<file path="config.mk">
export PLATFORM = sky130hd
export DESIGN_NAME = uart_rx
export DESIGN_NICKNAME = d
export VERILOG_FILES = /design/src/rtl/uart_rx.sv
export SDC_FILE = /design/constraint.sdc
export NUM_CORES = 1
export LEC_CHECK = 0
export BUFFER_PORTS_ARGS = -buffer_cell sky130_fd_sc_hd__buf_4
export CORE_MARGIN = 3
export CORE_UTILIZATION = 58
export CTS_BUF_LIST = sky130_fd_sc_hd__clkbuf_4 sky130_fd_sc_hd__clkbuf_8
export DETAILED_ROUTE_END_ITERATION = 8
export GPL_TIMING_DRIVEN = 0
export PLACE_DENSITY_LB_ADDON = 0.12
export SYNTH_ARGS = -nofsm -noshare
export SYNTH_HDL_FRONTEND = slang
export SYNTH_SLANG_ARGS = --single-unit
</file>
<file path="constraint.sdc">
create_clock -name i_clock -period 2.81 [get_ports i_clock]
set_input_delay 0 -clock i_clock [delete_from_list [all_inputs] [get_ports i_clock]]
set_output_delay 0 -clock i_clock [all_outputs]
set_load 0.02 [all_outputs]
</file>
<file path="src/rtl/uart_rx.sv">
// Purpose : 16x-oversampling UART receiver (start/data/stop), LSB-first data.
// Latency : line edge reaches the FSM 2 clocks late; done/err pulse the clock after the stop sample tick.
// Backpr. : none -- o_data/o_rx_done are a one-shot result with no ready; the consumer must take it.
//
// Ports
//   i_clock     : system clock, all state on rising edge
//   i_reset     : asynchronous, active-low reset
//   i_tick      : one-clock strobe at 16x baud (may be held high: one count per clock)
//   i_rx        : asynchronous serial line, idles high
//   o_data      : last correctly framed word, updated only together with o_rx_done
//   o_rx_done   : one-clock pulse, frame with a valid (high) stop bit received
//   o_frame_err : one-clock pulse, stop bit sampled low (o_data untouched)
module uart_rx #(
  parameter int DATA_BITS  = 8,
  parameter int STOP_TICKS = 16
) (
  input  logic                 i_clock,
  input  logic                 i_reset,
  input  logic                 i_tick,
  input  logic                 i_rx,
  output logic [DATA_BITS-1:0] o_data,
  output logic                 o_rx_done,
  output logic                 o_frame_err
);

  // Bit counter width; a 1-bit frame still needs a 1-bit counter.
  localparam int NW = (DATA_BITS > 1) ? $clog2(DATA_BITS) : 1;

  // The tick counter s stays 4 bits. Stop lengths beyond 16 ticks are
  // handled by an extra high-order counter that counts wraps of s, and the
  // stop end is detected with a compare on the concatenation {stop_hi, s}.
  localparam int HW = ($clog2(STOP_TICKS) > 4) ? ($clog2(STOP_TICKS) - 4) : 1;

  localparam logic [NW-1:0]   N_LAST    = NW'(DATA_BITS - 1);
  localparam logic [HW+3:0]   STOP_LAST = (HW + 4)'(STOP_TICKS - 1);
  localparam logic [3:0]      S_MID     = 4'd7;
  localparam logic [3:0]      S_LAST    = 4'd15;

  localparam logic [1:0] ST_IDLE  = 2'd0;
  localparam logic [1:0] ST_START = 2'd1;
  localparam logic [1:0] ST_DATA  = 2'd2;
  localparam logic [1:0] ST_STOP  = 2'd3;

  // ---------------------------------------------------------------------
  // Input synchronizer. Both flops reset to the idle (high) line level so a
  // reset never fabricates a falling edge; a line that is genuinely low at
  // reset release shows up as a start bit 2 clocks later and is then
  // vetted by the mid-start-bit check.
  // ---------------------------------------------------------------------
  logic rx_meta;
  logic rx;

  always_ff @(posedge i_clock or negedge i_reset) begin
    if (!i_reset) begin
      rx_meta <= 1'b1;
      rx      <= 1'b1;
    end else begin
      rx_meta <= i_rx;
      rx      <= rx_meta;
    end
  end

  // ---------------------------------------------------------------------
  // FSM state and datapath registers
  // ---------------------------------------------------------------------
  logic [1:0]           state,    state_nxt;
  logic [3:0]           s,        s_nxt;
  logic [HW-1:0]        stop_hi,  stop_hi_nxt;
  logic [NW-1:0]        n,        n_nxt;
  logic [DATA_BITS-1:0] shreg,    shreg_nxt;
  logic [DATA_BITS-1:0] data_nxt;
  logic                 done_nxt;
  logic                 err_nxt;

  // Right shift with the newest sample entering at the MSB, so after the
  // last data bit the first-received bit sits at bit 0.
  logic [DATA_BITS-1:0] shreg_shift;

  if (DATA_BITS > 1) begin : g_shift_wide
    assign shreg_shift = {rx, shreg[DATA_BITS-1:1]};
  end else begin : g_shift_one
    assign shreg_shift = rx;
  end

  always_comb begin
    state_nxt   = state;
    s_nxt       = s;
    stop_hi_nxt = stop_hi;
    n_nxt       = n;
    shreg_nxt   = shreg;
    data_nxt    = o_data;
    done_nxt    = 1'b0;
    err_nxt     = 1'b0;

    case (state)
      // Falling edge is acted on immediately, not on the next tick, so the
      // start-bit phase is measured from the edge itself.
      ST_IDLE: begin
        if (!rx) begin
          state_nxt = ST_START;
          s_nxt     = 4'd0;
        end
      end

      // Count to the middle of the start bit and re-check the line there;
      // a high line means a glitch and we quietly go back to IDLE.
      ST_START: begin
        if (i_tick) begin
          if (s == S_MID) begin
            s_nxt = 4'd0;
            if (!rx) begin
              state_nxt = ST_DATA;
              n_nxt     = '0;
            end else begin
              state_nxt = ST_IDLE;
            end
          end else begin
            s_nxt = s + 4'd1;
          end
        end
      end

      // Having aligned to mid-start, every 16th tick is mid-bit.
      ST_DATA: begin
        if (i_tick) begin
          if (s == S_LAST) begin
            s_nxt     = 4'd0;
            shreg_nxt = shreg_shift;
            if (n == N_LAST) begin
              state_nxt   = ST_STOP;
              stop_hi_nxt = '0;
            end else begin
              n_nxt = n + NW'(1);
            end
          end else begin
            s_nxt = s + 4'd1;
          end
        end
      end

      // Stop bit is sampled STOP_TICKS ticks after the last data sample.
      // Returning to IDLE here (mid stop bit for 1 stop bit) leaves half a
      // bit of slack before the next start edge of a back-to-back frame.
      ST_STOP: begin
        if (i_tick) begin
          if ({stop_hi, s} == STOP_LAST) begin
            state_nxt   = ST_IDLE;
            s_nxt       = 4'd0;
            stop_hi_nxt = '0;
            if (rx) begin
              data_nxt = shreg;
              done_nxt = 1'b1;
            end else begin
              err_nxt  = 1'b1;
            end
          end else if (s == S_LAST) begin
            s_nxt       = 4'd0;
            stop_hi_nxt = stop_hi + HW'(1);
          end else begin
            s_nxt = s + 4'd1;
          end
        end
      end

      default: begin
        state_nxt = ST_IDLE;
        s_nxt     = 4'd0;
      end
    endcase
  end

  always_ff @(posedge i_clock or negedge i_reset) begin
    if (!i_reset) begin
      state   <= ST_IDLE;
      s       <= 4'd0;
      stop_hi <= '0;
      n       <= '0;
      shreg   <= '0;
    end else begin
      state   <= state_nxt;
      s       <= s_nxt;
      stop_hi <= stop_hi_nxt;
      n       <= n_nxt;
      shreg   <= shreg_nxt;
    end
  end

  // Outputs are registered; o_data is only ever loaded from a completed,
  // correctly framed shift register, never from a frame in progress.
  always_ff @(posedge i_clock or negedge i_reset) begin
    if (!i_reset) begin
      o_data      <= '0;
      o_rx_done   <= 1'b0;
      o_frame_err <= 1'b0;
    end else begin
      o_data      <= data_nxt;
      o_rx_done   <= done_nxt;
      o_frame_err <= err_nxt;
    end
  end

endmodule

</file>
Word level (Yosys, flattened, before mapping)
Index checks and enable logic that the tools add are counted.
{ "totals": {"in_bits": 4, "regBits": 30, "wordCells": 80, "out_inout_bits": 10} }
{ "classes": {"mux": 40, "eq_ne": 18, "addsub": 3, "n_reduce_logical": 9} }
{ "op_table": {"columns": ["operator", "count"], "rows": [
  ["2-to-1 mux 4 bit", 7],
  ["inequality test 2 bit, second input constant", 10],
  ["2-to-1 mux 2 bit", 9],
  ["2-to-1 mux 3 bit", 6],
  ["case mux 4 bit (4 select lines)", 1],
  ["2-to-1 mux 1 bit", 14],
  ["case mux 2 bit (4 select lines)", 1],
  ["AND reduction 4 bit", 2],
  ["AND reduction 8 bit", 1],
  ["AND reduction 7 bit", 1],
  ["case mux 3 bit (2 select lines)", 1],
  ["AND reduction 6 bit", 1],
  ["== test 5 x 4 -> 1 bit, second input constant", 1],
  ["adder 4 x 1 -> 4 bit, second input constant", 1],
  ["== test 2 bit, second input constant", 2],
  ["== test 4 x 3 -> 1 bit, second input constant", 1],
  ["== test 4 bit, second input constant", 1],
  ["nonzero test 2 bit", 2],
  ["adder 3 x 1 -> 3 bit, second input constant", 1],
  ["== test 3 bit, second input constant", 1],
  ["inequality test 3 bit, second input constant", 1],
  ["AND reduction 3 bit", 1],
  ["== test 2 x 1 -> 1 bit, second input constant", 1],
  ["zero test 2 bit", 1],
  ["other kinds (2)", 2]
]} }

Logic depth before layout (Yosys ltp)
{ "depth": {"ltp_word": 5, "depth_mapped": 5, "mapped_depth_nobuf": 5} }

Worst setup path before layout
OpenSTA, ideal clock, no wires.
{ "synth_path": {"path_kind": "register to register", "from": "register s[0]", "to": "register o_data[0]", "synth_period_minus_slack_ns": 1.579, "path_slack_ns": 1.231, "n_path_buf": 1, "required_ns": 2.685, "setup_time_ns": 0.125, "t_arrival_ns": 1.454, "stages_incl_launch_ff": 6, "path_cell_list": "dfrtp_1 > ha_1 > buf_4 > nand3_2 > nor3_4 > mux2_2"} }
{ "synth_via": {"elab_chain_cells": 2} }
{ "synth_rtl": {"columns": ["element", "line_no", "rtl"], "rows": [
  ["start, declared", "67", "logic [3:0] s, s_nxt;"],
  ["start signal, assigned", "181", "s <= s_nxt;"],
  ["== test 5 x 4 -> 1 bit", "146", "if ({stop_hi, s} == STOP_LAST) begin"],
  ["AND reduction 4 bit (no line)", null, null],
  ["end signal, assigned", "196", "o_data <= data_nxt;"],
  ["end, declared", "21", "output logic [DATA_BITS-1:0] o_data,"]
]} }
No other way between the ends.
A chain may end at the register's enable or synchronous reset.

Worst setup path in the final report
{ "layout_path": {"from": "register s[0]", "to": "register o_data[7]"} }
The elaborated chain is that of the path after synthesis.

==> reports/results.txt <==
Run status: finished clean
Primary FF master, synth: dfrtp_1
Register Area: 753 sq um
Syn_area_per_cell: 12.7 sq um
Global-route wire length before repair: 3930 um
Port bufs: 12
CP startpoint kind: flop
Top Ports: 14
Max-cap viol count: 0
DRC viols: 0
P_leak: 0.765 nW
Yosys top cell by area: dfrtp_1
Pre-antenna DRT Iters: 4
Setup Fix Bufs, Post-CTS: 0
Starting density of the core: 62.2%
Sink Count: 30
Fill cell count: 175
Crit path max fanout: 9
Cell Area, Synth: 1400 sq um
Clock Latency Late Sink: 340 ps
Pwr Density: 678 nW/um^2
Total track usage: 19.4%
Clk_skew: 13.7 ps
Crit path capture type: flop
DR iter-0 viols: 20
Final #Nets: 139
Root Buffer: clkbuf_4
Synth cell types: 34
Worst Path Required: 3020 ps
Synth top area share: 50.0%
Vias: 940
Peak supply drop: 0.637 mV
GRT overflow: 0
Number of vias per cell: 5.84
Final setup fails: 0
Synth cell count leaders: 28 x dfrtp_1, 15 x mux2_2, 8 x o21ai_0
Die height: 55.2 um
Minimum clock period: 1760 ps
Fmax: 0.569 GHz
Post-DRT Antenna Nets: 0
Routed WL: 2400 um
Post-synth ARST share: 100%
Core Box Area: 2250 sq um
H-tree level count: 2
Area Growth Syn to Fin: 15.6%
Fin. Hold Viols: 0
Slew headroom: 69.4%
Dpl ws: 1050 ps
Largest net degree at the start of global routing: 31
Ranking of synthesized cells by area: dfrtp_1 50%, mux2_2 12%, dfstp_2 3.8%
Synth Register Bits: 30
Final period util: 62.5%
Clock slew at reported path FFs: 100 ps
Area occupied by multi-input gates: 592 sq um
Worst-margin pin slew: 455 ps
CTS tree: built
Inserted Clock Buffers: 5
Final TNS setup: 0 ps
Rows: 17
RSZ-0062 raised after global routing: false
Clock Path Buffers: 2
CP Class: reg2reg
Most frequent cell after synthesis: dfrtp_1
ANT cells: 0
Syn. warnings: 0
Post-layout util: 71.9%
Worst Hold Class: in2async
Min Hold Slack: 112 ps
Gp weighted congestion: 0.828
Final worst setup slack: 1050 ps
Number of synthesized flops with an enable pin: 0
Post-DP HPWL: 1660 um
WL/cell: 14.9 um
Share of layout cells above drive strength 1: 36.8%
Vias in the first global route: 872
Syn Nets: 117
Slew Viols, Final: 0
Die area: 3040 sq um
Seq/Total Area, Yosys: 53.8%
Initial antenna violation count: 0
Critical path arrival: 1970 ps
Mapped Cells: 110
Die Width: 55.2 um
Total power: 1.10 mW
-- cell families after synthesis --
| family | Yosys count | synth area share [%] |
|---|---|---|
| AND/OR/NAND/NOR | 26 | 15.2 |
| adder cells (fa/ha/maj) | 3 | 2.68 |
| AO/OA/AOI/OAI | 24 | 11.5 |
| multiplexers | 16 | 12.9 |
| flip-flops | 30 | 53.7 |
| buffers and inverters | 11 | 4.02 |
-- worst paths after layout --
check	startpoint	endpoint	slack (ps)	cells past startpoint
setup / recovery	s[0]	o_data[7]	1050	5
setup reg to reg	s[0]	o_data[7]	1050	5
hold reg to reg	rx_meta	rx	360	0
max in group asynchronous	i_reset	rx	2370	2
hold / removal	i_reset	n[2]	110	2
min in group i_clock	i_rx	rx_meta	320	2
-- through the flow --
step / area, sq um / instances
6_report: 1620 / 161
5_1_grt: 1620 / 161
4_1_cts: 1620 / 161
3_5_place_dp: 1530 / 150
3_3_place_gp: 1530 / 150
2_1_floorplan: 1400 / 110
-- where the power goes --
part           switching [mW]  internal, mW
Combinational           0.181         0.121
Sequential             0.0352         0.486
Clock                   0.155         0.120
-- critical path, cell delays in order (launching register included) --
cell and delay (ps):
dfrtp_1 390, ha_1 150, buf_4 160, nand3_2 140, nor3_4 420, mux2_2 390
-- layout make-up --
cell class | count | area share, %
Clock inverter | 2 | 0.772
Clock buffer | 6 | 3.17
Sequential cell | 30 | 46.5
Buffer | 6 | 2.32
Tap cell | 28 | 2.16
Multi-Input combinational cell | 69 | 36.5
Inverter | 5 | 1.16
Timing Repair Buffer | 15 | 7.41
-- sequential cells by signal (all words and copies together) (netlist names), 3 cells and up, named ones only --
register,cells
n,3
o_data,8
s,4
shreg,8
-- layer usage --
| metal | vias to the layer above | global-route usage, % | part of all wire, % |
|---|---|---|---|
| met5 | - | 0 | 0 |
| met3 | 6 | 7.24 | 5.1 |
| li1 | 464 | - | - |
| met2 | 20 | 28.1 | 47 |
| met1 | 450 | 24.7 | 45 |
| met4 | 0 | 10.9 | 2.7 |
-- placed cells by master, fill, tap and decap left out, types with 2 or more instances in the layout --
master         synthesis  routed
nand2_1                2       2
nand4_1                3       3
nor2_1                 2       2
buf_4                  3      15
o211ai_1               6       6
nor3_4                 2       2
a31oi_1                2       2
dfstp_2                2       2
clkbuf_4               0       5
mux2_2                15      15
inv_1                  5       5
buf_2                  3       3
dfrtp_1               28      28
o21ai_0                8       8
ha_1                   3       3
dlygate4sd3_1          0       3
a21oi_1                2       2
and4_1                 2       2
nand3_1                5       5
-- what timing repair did --
item	4_1_cts	5_1_grt
hold buffers	3	0
endpoints found under the hold margin	32	0
resized for setup	0	0
setup endpoints to repair	0	0
Note: power is estimated with default switching activity, not from simulation.
